--- src/rtl/spi_target_frame_if.sv ---
// Bus bundle for spi_target_frame: SPI pins plus the parallel frame-side view.
// The slave modport is the target's side; the master modport is the driver's side.
interface spi_target_frame_if #(
  parameter int MAX_BYTES = 4,
  parameter int CW        = $clog2(MAX_BYTES + 1)
);
  logic                   spi_sclk;
  logic                   spi_cs_n;
  logic                   spi_rx;
  logic                   spi_tx;
  logic [8*MAX_BYTES-1:0] rx_data;
  logic [8*MAX_BYTES-1:0] tx_data;
  logic [CW-1:0]          length;
  logic [CW-1:0]          count;
  logic                   byte_strobe;
  logic                   frame_done;
  logic                   valid;
  logic                   overflow;

  modport slave (
    input  spi_sclk, spi_cs_n, spi_rx, tx_data, length,
    output spi_tx, rx_data, count, byte_strobe, frame_done, valid, overflow
  );

  modport master (
    output spi_sclk, spi_cs_n, spi_rx, tx_data, length,
    input  spi_tx, rx_data, count, byte_strobe, frame_done, valid, overflow
  );
endinterface

--- src/rtl/spi_target_frame.sv ---
// Oversampled SPI target: receives up to MAX_BYTES bytes per CS_N frame into a flat
// array while shifting tx_data out on MISO, entirely in the clk domain.
module spi_target_frame #(
  parameter int MAX_BYTES = 4,
  parameter bit CPOL      = 1'b0,
  parameter bit CPHA      = 1'b0,
  parameter int CW        = $clog2(MAX_BYTES + 1)
) (
  input  logic              clk,
  input  logic              reset,
  spi_target_frame_if.slave bus
);
  typedef enum logic [1:0] {WAIT_IDLE, IDLE, ACTIVE} state_t;
  state_t state, state_next;

  logic sclk_p0, sclk_p1, sclk_p2;
  logic cs_p0, cs_p1, cs_p2;
  logic rx_p0, rx_p1;

  // p0/p1: two-flop synchronisers; p2: previous synchronised value for edge detection
  always_ff @(posedge clk) begin
    sclk_p0 <= bus.spi_sclk;
    sclk_p1 <= sclk_p0;
    sclk_p2 <= sclk_p1;
    cs_p0   <= bus.spi_cs_n;
    cs_p1   <= cs_p0;
    cs_p2   <= cs_p1;
    rx_p0   <= bus.spi_rx;
    rx_p1   <= rx_p0;
  end

  logic lead_edge, trail_edge, sample_edge, shift_edge, cs_fall, cs_rise;
  assign lead_edge   = (sclk_p2 == CPOL) && (sclk_p1 != CPOL);
  assign trail_edge  = (sclk_p2 != CPOL) && (sclk_p1 == CPOL);
  assign sample_edge = CPHA ? trail_edge : lead_edge;
  assign shift_edge  = CPHA ? lead_edge : trail_edge;
  assign cs_fall     = cs_p2 & ~cs_p1;
  assign cs_rise     = ~cs_p2 & cs_p1;

  function automatic logic [7:0] tx_byte_at(input logic [CW-1:0] idx,
                                            input logic [8*MAX_BYTES-1:0] data);
    tx_byte_at = 8'h00;
    for (int i = 0; i < MAX_BYTES; i++)
      if (idx == CW'(i)) tx_byte_at = data[8*i +: 8];
  endfunction

  logic frame_start, frame_end, do_sample, do_shift;

  always_comb begin
    state_next  = state;
    frame_start = 1'b0;
    frame_end   = 1'b0;
    do_sample   = 1'b0;
    do_shift    = 1'b0;
    unique case (state)
      // Require CS_N high in both synchronised copies so no stale fall is pending
      WAIT_IDLE: if (cs_p1 && cs_p2) state_next = IDLE;
      IDLE: begin
        if (cs_fall) begin
          state_next  = ACTIVE;
          frame_start = 1'b1;
        end
      end
      ACTIVE: begin
        if (cs_rise) begin
          state_next = IDLE;
          frame_end  = 1'b1;
        end else begin
          do_sample = sample_edge;
          do_shift  = shift_edge;
        end
      end
      default: state_next = WAIT_IDLE;
    endcase
  end

  always_ff @(posedge clk) begin
    if (reset) state <= WAIT_IDLE;
    else       state <= state_next;
  end

  logic [2:0] bit_cnt;
  logic [3:0] tx_bit;
  logic [7:0] rx_sr, tx_sr, rx_byte, tx_next;

  assign rx_byte   = {rx_sr[6:0], rx_p1};
  assign tx_next   = tx_byte_at(bus.count, bus.tx_data);
  assign bus.valid = (bus.count == bus.length);

  // tx_bit counts bits already driven in the current byte; 0 means byte 0 not yet started
  always_ff @(posedge clk) begin
    bus.byte_strobe <= 1'b0;
    bus.frame_done  <= 1'b0;
    if (reset) begin
      bus.count    <= '0;
      bus.rx_data  <= '0;
      bus.overflow <= 1'b0;
      bus.spi_tx   <= 1'b0;
      bit_cnt      <= 3'd0;
      tx_bit       <= 4'd0;
      rx_sr        <= 8'h00;
      tx_sr        <= 8'h00;
    end else if (frame_start) begin
      bus.count    <= '0;
      bus.overflow <= 1'b0;
      bit_cnt      <= 3'd0;
      rx_sr        <= 8'h00;
      tx_sr        <= bus.tx_data[7:0];
      tx_bit       <= CPHA ? 4'd0 : 4'd1;
      bus.spi_tx   <= CPHA ? 1'b0 : bus.tx_data[7];
    end else if (frame_end) begin
      bus.frame_done <= 1'b1;
      bus.spi_tx     <= 1'b0;
      bit_cnt        <= 3'd0;
    end else begin
      if (do_sample) begin
        rx_sr   <= rx_byte;
        bit_cnt <= bit_cnt + 3'd1;
        if (bit_cnt == 3'd7) begin
          if (bus.count < CW'(MAX_BYTES)) begin
            for (int i = 0; i < MAX_BYTES; i++)
              if (bus.count == CW'(i)) bus.rx_data[8*i +: 8] <= rx_byte;
            bus.byte_strobe <= 1'b1;
            bus.count       <= bus.count + 1'b1;
          end else begin
            bus.overflow <= 1'b1;
          end
        end
      end
      if (do_shift) begin
        if (tx_bit == 4'd8) begin
          tx_sr      <= tx_next;
          bus.spi_tx <= tx_next[7];
          tx_bit     <= 4'd1;
        end else if (tx_bit == 4'd0) begin
          bus.spi_tx <= tx_sr[7];
          tx_bit     <= 4'd1;
        end else begin
          bus.spi_tx <= tx_sr[6];
          tx_sr      <= {tx_sr[6:0], 1'b0};
          tx_bit     <= tx_bit + 4'd1;
        end
      end
    end
  end
endmodule

--- src/flat_wrapper.sv ---
// flat-port wrapper written by rule: the top's interface ports become plain ports
module spi_target_frame_flat 
#(
  parameter int MAX_BYTES = 4,
  parameter bit CPOL      = 1'b0,
  parameter bit CPHA      = 1'b0,
  parameter int CW        = $clog2(MAX_BYTES + 1)
)
  (clk, reset, bus_spi_sclk, bus_spi_cs_n, bus_spi_rx, bus_tx_data, bus_length, bus_spi_tx, bus_rx_data, bus_count, bus_byte_strobe, bus_frame_done, bus_valid, bus_overflow);
  spi_target_frame_if #(.MAX_BYTES(MAX_BYTES), .CW(CW)) bus_i ();
  input  logic clk;
  input  logic reset;
  input wire logic [$bits(bus_i.spi_sclk)-1:0] bus_spi_sclk;
  input wire logic [$bits(bus_i.spi_cs_n)-1:0] bus_spi_cs_n;
  input wire logic [$bits(bus_i.spi_rx)-1:0] bus_spi_rx;
  input wire logic [$bits(bus_i.tx_data)-1:0] bus_tx_data;
  input wire logic [$bits(bus_i.length)-1:0] bus_length;
  output wire logic [$bits(bus_i.spi_tx)-1:0] bus_spi_tx;
  output wire logic [$bits(bus_i.rx_data)-1:0] bus_rx_data;
  output wire logic [$bits(bus_i.count)-1:0] bus_count;
  output wire logic [$bits(bus_i.byte_strobe)-1:0] bus_byte_strobe;
  output wire logic [$bits(bus_i.frame_done)-1:0] bus_frame_done;
  output wire logic [$bits(bus_i.valid)-1:0] bus_valid;
  output wire logic [$bits(bus_i.overflow)-1:0] bus_overflow;
  assign bus_i.spi_sclk = bus_spi_sclk;
  assign bus_i.spi_cs_n = bus_spi_cs_n;
  assign bus_i.spi_rx = bus_spi_rx;
  assign bus_i.tx_data = bus_tx_data;
  assign bus_i.length = bus_length;
  assign bus_spi_tx = bus_i.spi_tx;
  assign bus_rx_data = bus_i.rx_data;
  assign bus_count = bus_i.count;
  assign bus_byte_strobe = bus_i.byte_strobe;
  assign bus_frame_done = bus_i.frame_done;
  assign bus_valid = bus_i.valid;
  assign bus_overflow = bus_i.overflow;
  spi_target_frame #(.MAX_BYTES(MAX_BYTES), .CPOL(CPOL), .CPHA(CPHA), .CW(CW)) u_core (.clk(clk), .reset(reset), .bus(bus_i));
endmodule
--- config.mk ---
export PLATFORM = sky130hd
export DESIGN_NAME = spi_target_frame_flat
export DESIGN_NICKNAME = d
export VERILOG_FILES = /design/src/rtl/spi_target_frame_if.sv /design/src/rtl/spi_target_frame.sv /design/src/flat_wrapper.sv
export SDC_FILE = /design/constraint.sdc
export NUM_CORES = 1
export LEC_CHECK = 0
export CORE_MARGIN = 2
export CORE_UTILIZATION = 30
export CTS_CLUSTER_DIAMETER = 80
export CTS_CLUSTER_SIZE = 16
export DETAILED_ROUTE_END_ITERATION = 6
export SETUP_SLACK_MARGIN = 0.5
export SYNTH_ARGS = -nofsm -noshare
export SYNTH_HDL_FRONTEND = slang
export SYNTH_SLANG_ARGS = --single-unit
--- constraint.sdc ---
create_clock -name clk -period 2 [get_ports clk]
set_input_delay 0.3 -clock clk [delete_from_list [all_inputs] [get_ports clk]]
set_output_delay 0.3 -clock clk [all_outputs]
set_load 0.005 [all_outputs]
==> flow_metrics.env <==
export IMPL_ys_flop_type="dfxtp_1"
export IMPL_wl_per_cell_um=15.6
export IMPL_gr_total_overflow=0
export IMPL_start_util_pct=31.1
export IMPL_slowest_stage="dfxtp_4"
export IMPL_fin_util_pct=47.5
export IMPL_dieArea_sq_um=12300
export IMPL_place_inst=546
export IMPL_r2r_end="u_core.tx_sr[0]"
export IMPL_hpwl_mm=6.22
export IMPL_wirelength_mm=9.28
export IMPL_drive_above_1_share_pct=27.2
export IMPL_detail_route_antenna_nets=0
export IMPL_endpoint="u_core.tx_sr[0]"
export IMPL_crit_path_end_kind="flip-flop"
export IMPL_post_place_ws_ns=0.0875
export IMPL_crit_chain="buf_6 -> ha_4 -> buf_6 -> a21oi_2 -> a221o_1 -> a211o_1 -> a221oi_2"
export IMPL_slew_violations=0
export IMPL_synthArstFlopShare_pct=0
export IMPL_synth_top_area_share_pct=41.6
export IMPL_holdBufCountCts=0
export IMPL_fp_dieH_um=111
export IMPL_slew_headroom_pct=73.0
export IMPL_antenna_cells=0
export IMPL_syn_inst=341
export IMPL_cp_required_ns=2.24
export IMPL_place_area_sq_um=4450
export IMPL_vias_per_cell=4.92
export IMPL_critPathMostFrequentCell="buf_6"
export IMPL_final_hold_violation_count=0
export IMPL_io_pins=80
export IMPL_setup_tns_ns=0
export IMPL_setup_violations=0
export IMPL_power_leakage_nw=2.32
export IMPL_synth_top_area_cell="dfxtp_1"
export IMPL_cp_max_fo=7
export IMPL_cts_tree="yes"
export IMPL_p_total_mw=3.28
export IMPL_clkSinkCount=71
export IMPL_status="complete, no violations"
export IMPL_nets=497
export IMPL_grt_pass1_wl_mm=15.0
export IMPL_root_buffer="clkbuf_16"
export IMPL_period_minus_slack_ns=1.73
export IMPL_hold_class="flip-flop to flip-flop"
export IMPL_cp_arrival_ns=1.97
export IMPL_die_x_um=111
export IMPL_multi_input_area_sq_um=2060
export IMPL_io_buffer_count=79
export IMPL_path_class="flip-flop to flip-flop"
export IMPL_firstDrtPassIters=4
export IMPL_rsz0062_at_grt="yes"
export IMPL_synth_seq_cells=71
export IMPL_synth_most_common_cell="dfxtp_1"
export IMPL_period_share_pct=86.7
export IMPL_avgSynthCellArea_sq_um=10.0
export IMPL_core_region_area_sq_um=11000
export IMPL_yosysWarningCount=0
export IMPL_clk_latency_ns=0.33
export IMPL_synth_edf_count=0
export IMPL_synth_nets=390
export IMPL_layout_setup_ws_ns=0.267
export IMPL_cts_buffers=9
export IMPL_first_iter_violations=81
export IMPL_grt_max_degree=64
export IMPL_fill_cells=1000
export IMPL_ir_drop_mv=0.313
export IMPL_max_freq_ghz=0.577
export IMPL_areaGrowthSynthToFinish_pct=52.6
export IMPL_power_density_nw_per_um2=629
export IMPL_whs_ns=0.326
export IMPL_max_stage_delay_ns=0.39
export IMPL_post_route_drc_count=0
export IMPL_regArea_sq_um=1460
export IMPL_routed_via_count=2920
export IMPL_cp_startpoint="u_core.bus.count[0]"
export IMPL_clkSlewWorstSetupHoldPaths_ns=0.06
export IMPL_cts_buffer_depth=2
export IMPL_fp_row_count=38
export IMPL_first_global_vias=2926
export IMPL_tightestPinTransition_ns=0.405
export IMPL_r2r_cells=7
export IMPL_final_cell_area_sq_um=5220
export IMPL_ys_seq_area_share_pct=41.6
export IMPL_gr_usage_all_layers_pct=15.2
export IMPL_ys_top_cells_by_count="dfxtp_1 (71), nand2b_1 (45), mux2i_1 (43)"
export IMPL_cap_violations=0
export IMPL_grt_antenna_before_repair=0
export IMPL_synthTopCellsByArea="dfxtp_1 (42%), mux2i_1 (13%), nand2b_1 (8.2%)"
export IMPL_rr_startpoint="u_core.bus.count[0]"
export IMPL_gp_congestion=0.751
export IMPL_h_tree_depth=3
export IMPL_synth_distinct_cells=54
export IMPL_worstSetupStartpointType="flip-flop"
export IMPL_syn_area_sq_um=3420
export IMPL_r2r_slack_ns=0.27
export IMPL_fin_skew_ns=0.00521
export IMPL_instances_no_fill=593
-- cells in the final DEF, fill, tap and decap left out, drive strengths merged, types with 2 or more instances in the layout --
cell type      netlist  routed
inv                  9      12
dlymetal6s2s         0      12
or3b                 2       2
ha                   9       9
o21ai                8       8
clkdlybuf4s50        0      61
nor3                 4       4
o22ai                5       5
clkbuf               8      11
nor2b                6       6
and3b                6       6
dfxtp               71      71
nor2                23      23
nand3b              11      11
a2111oi              7       7
o41ai                6       6
buf                 12      38
xor2                 4       4
a21oi               18      18
o31a                 6       6
dlygate4sd2          0       5
mux2i               43      43
nand3                9       9
nand2b              45      45
and2                 2       2
a211oi               3       3
nand2                7       7
-- worst min-delay path by stage --
stage,slack (ns),cells past startpoint,start,end
final,0.33,0,u_core.cs_p0,u_core.cs_p1
after global routing,0.34,0,u_core.cs_p0,u_core.cs_p1
after CTS,0.33,0,u_core.cs_p0,u_core.cs_p1
after detailed placement,0.31,0,u_core.cs_p0,u_core.cs_p1
after global placement,0.31,0,u_core.rx_p0,u_core.rx_p1
after floorplan,0.31,0,u_core.cs_p0,u_core.cs_p1
-- timing repair --
action | in CTS | in global routing
gates resized for setup | 41 | 36
endpoints found under the hold margin | 0 | 0
pin swaps | 7 | 7
endpoints found under the setup margin | 70 | 76
buffers inserted | 22 | 9
-- area by class of cell --
type | instances | area share, %
Timing Repair Buffer | 116 | 22.5
Tap cell | 140 | 3.36
Clock inverter | 5 | 1.20
Sequential cell | 71 | 27.9
Multi-Input combinational cell | 241 | 39.4
Clock buffer | 11 | 4.65
Inverter | 9 | 0.887
-- power breakdown --
group / switching [mW] / internal, mW / leakage (nW)
combinational: 0.0845 / 0.131 / 1.58
sequential: 0.0108 / 1.42 / 0.587
clock: 0.622 / 1.01 / 0.151
total: 0.717 / 2.57 / 2.32
-- routing by layer --
metal | routed length, um | global-route usage, % | part of all wire, % | vias to the layer above
li1 | - | - | - | 1445
met1 | 4130 | 18.8 | 45 | 1415
met2 | 4740 | 25.9 | 51 | 49
met3 | 261 | 3.01 | 2.8 | 11
met4 | 142 | 5.83 | 1.5 | 0
met5 | 0 | 0 | 0 | -
-- state kept, by name, summed over array words and instances (netlist names), 2 cells and up --
register,count
u_core.rx_sr,7
u_core.bus.rx_data,32
u_core.tx_bit,4
u_core.bus.count,3
u_core.bit_cnt,3
u_core.state,2
u_core.tx_sr,8
-- critical path, delay by kind of cell (launching register included) --
| family | cells | cell delay, ns |
|---|---|---|
| flip-flops | 1 | 0.39 |
| adder cells (fa/ha/maj) | 1 | 0.14 |
| buffers and inverters | 2 | 0.24 |
| AO/OA/AOI/OAI | 4 | 0.87 |
-- cell families after synthesis --
family,after synthesis,share of synthesized area (%)
flops,71,41.6
buf+inv,29,4.39
xor+xnor,4,1.02
compound gates,62,14.1
fa+ha+maj,9,3.29
mux,43,12.6
simple gates,123,23.1
Power figures use the tool's default switching activity.
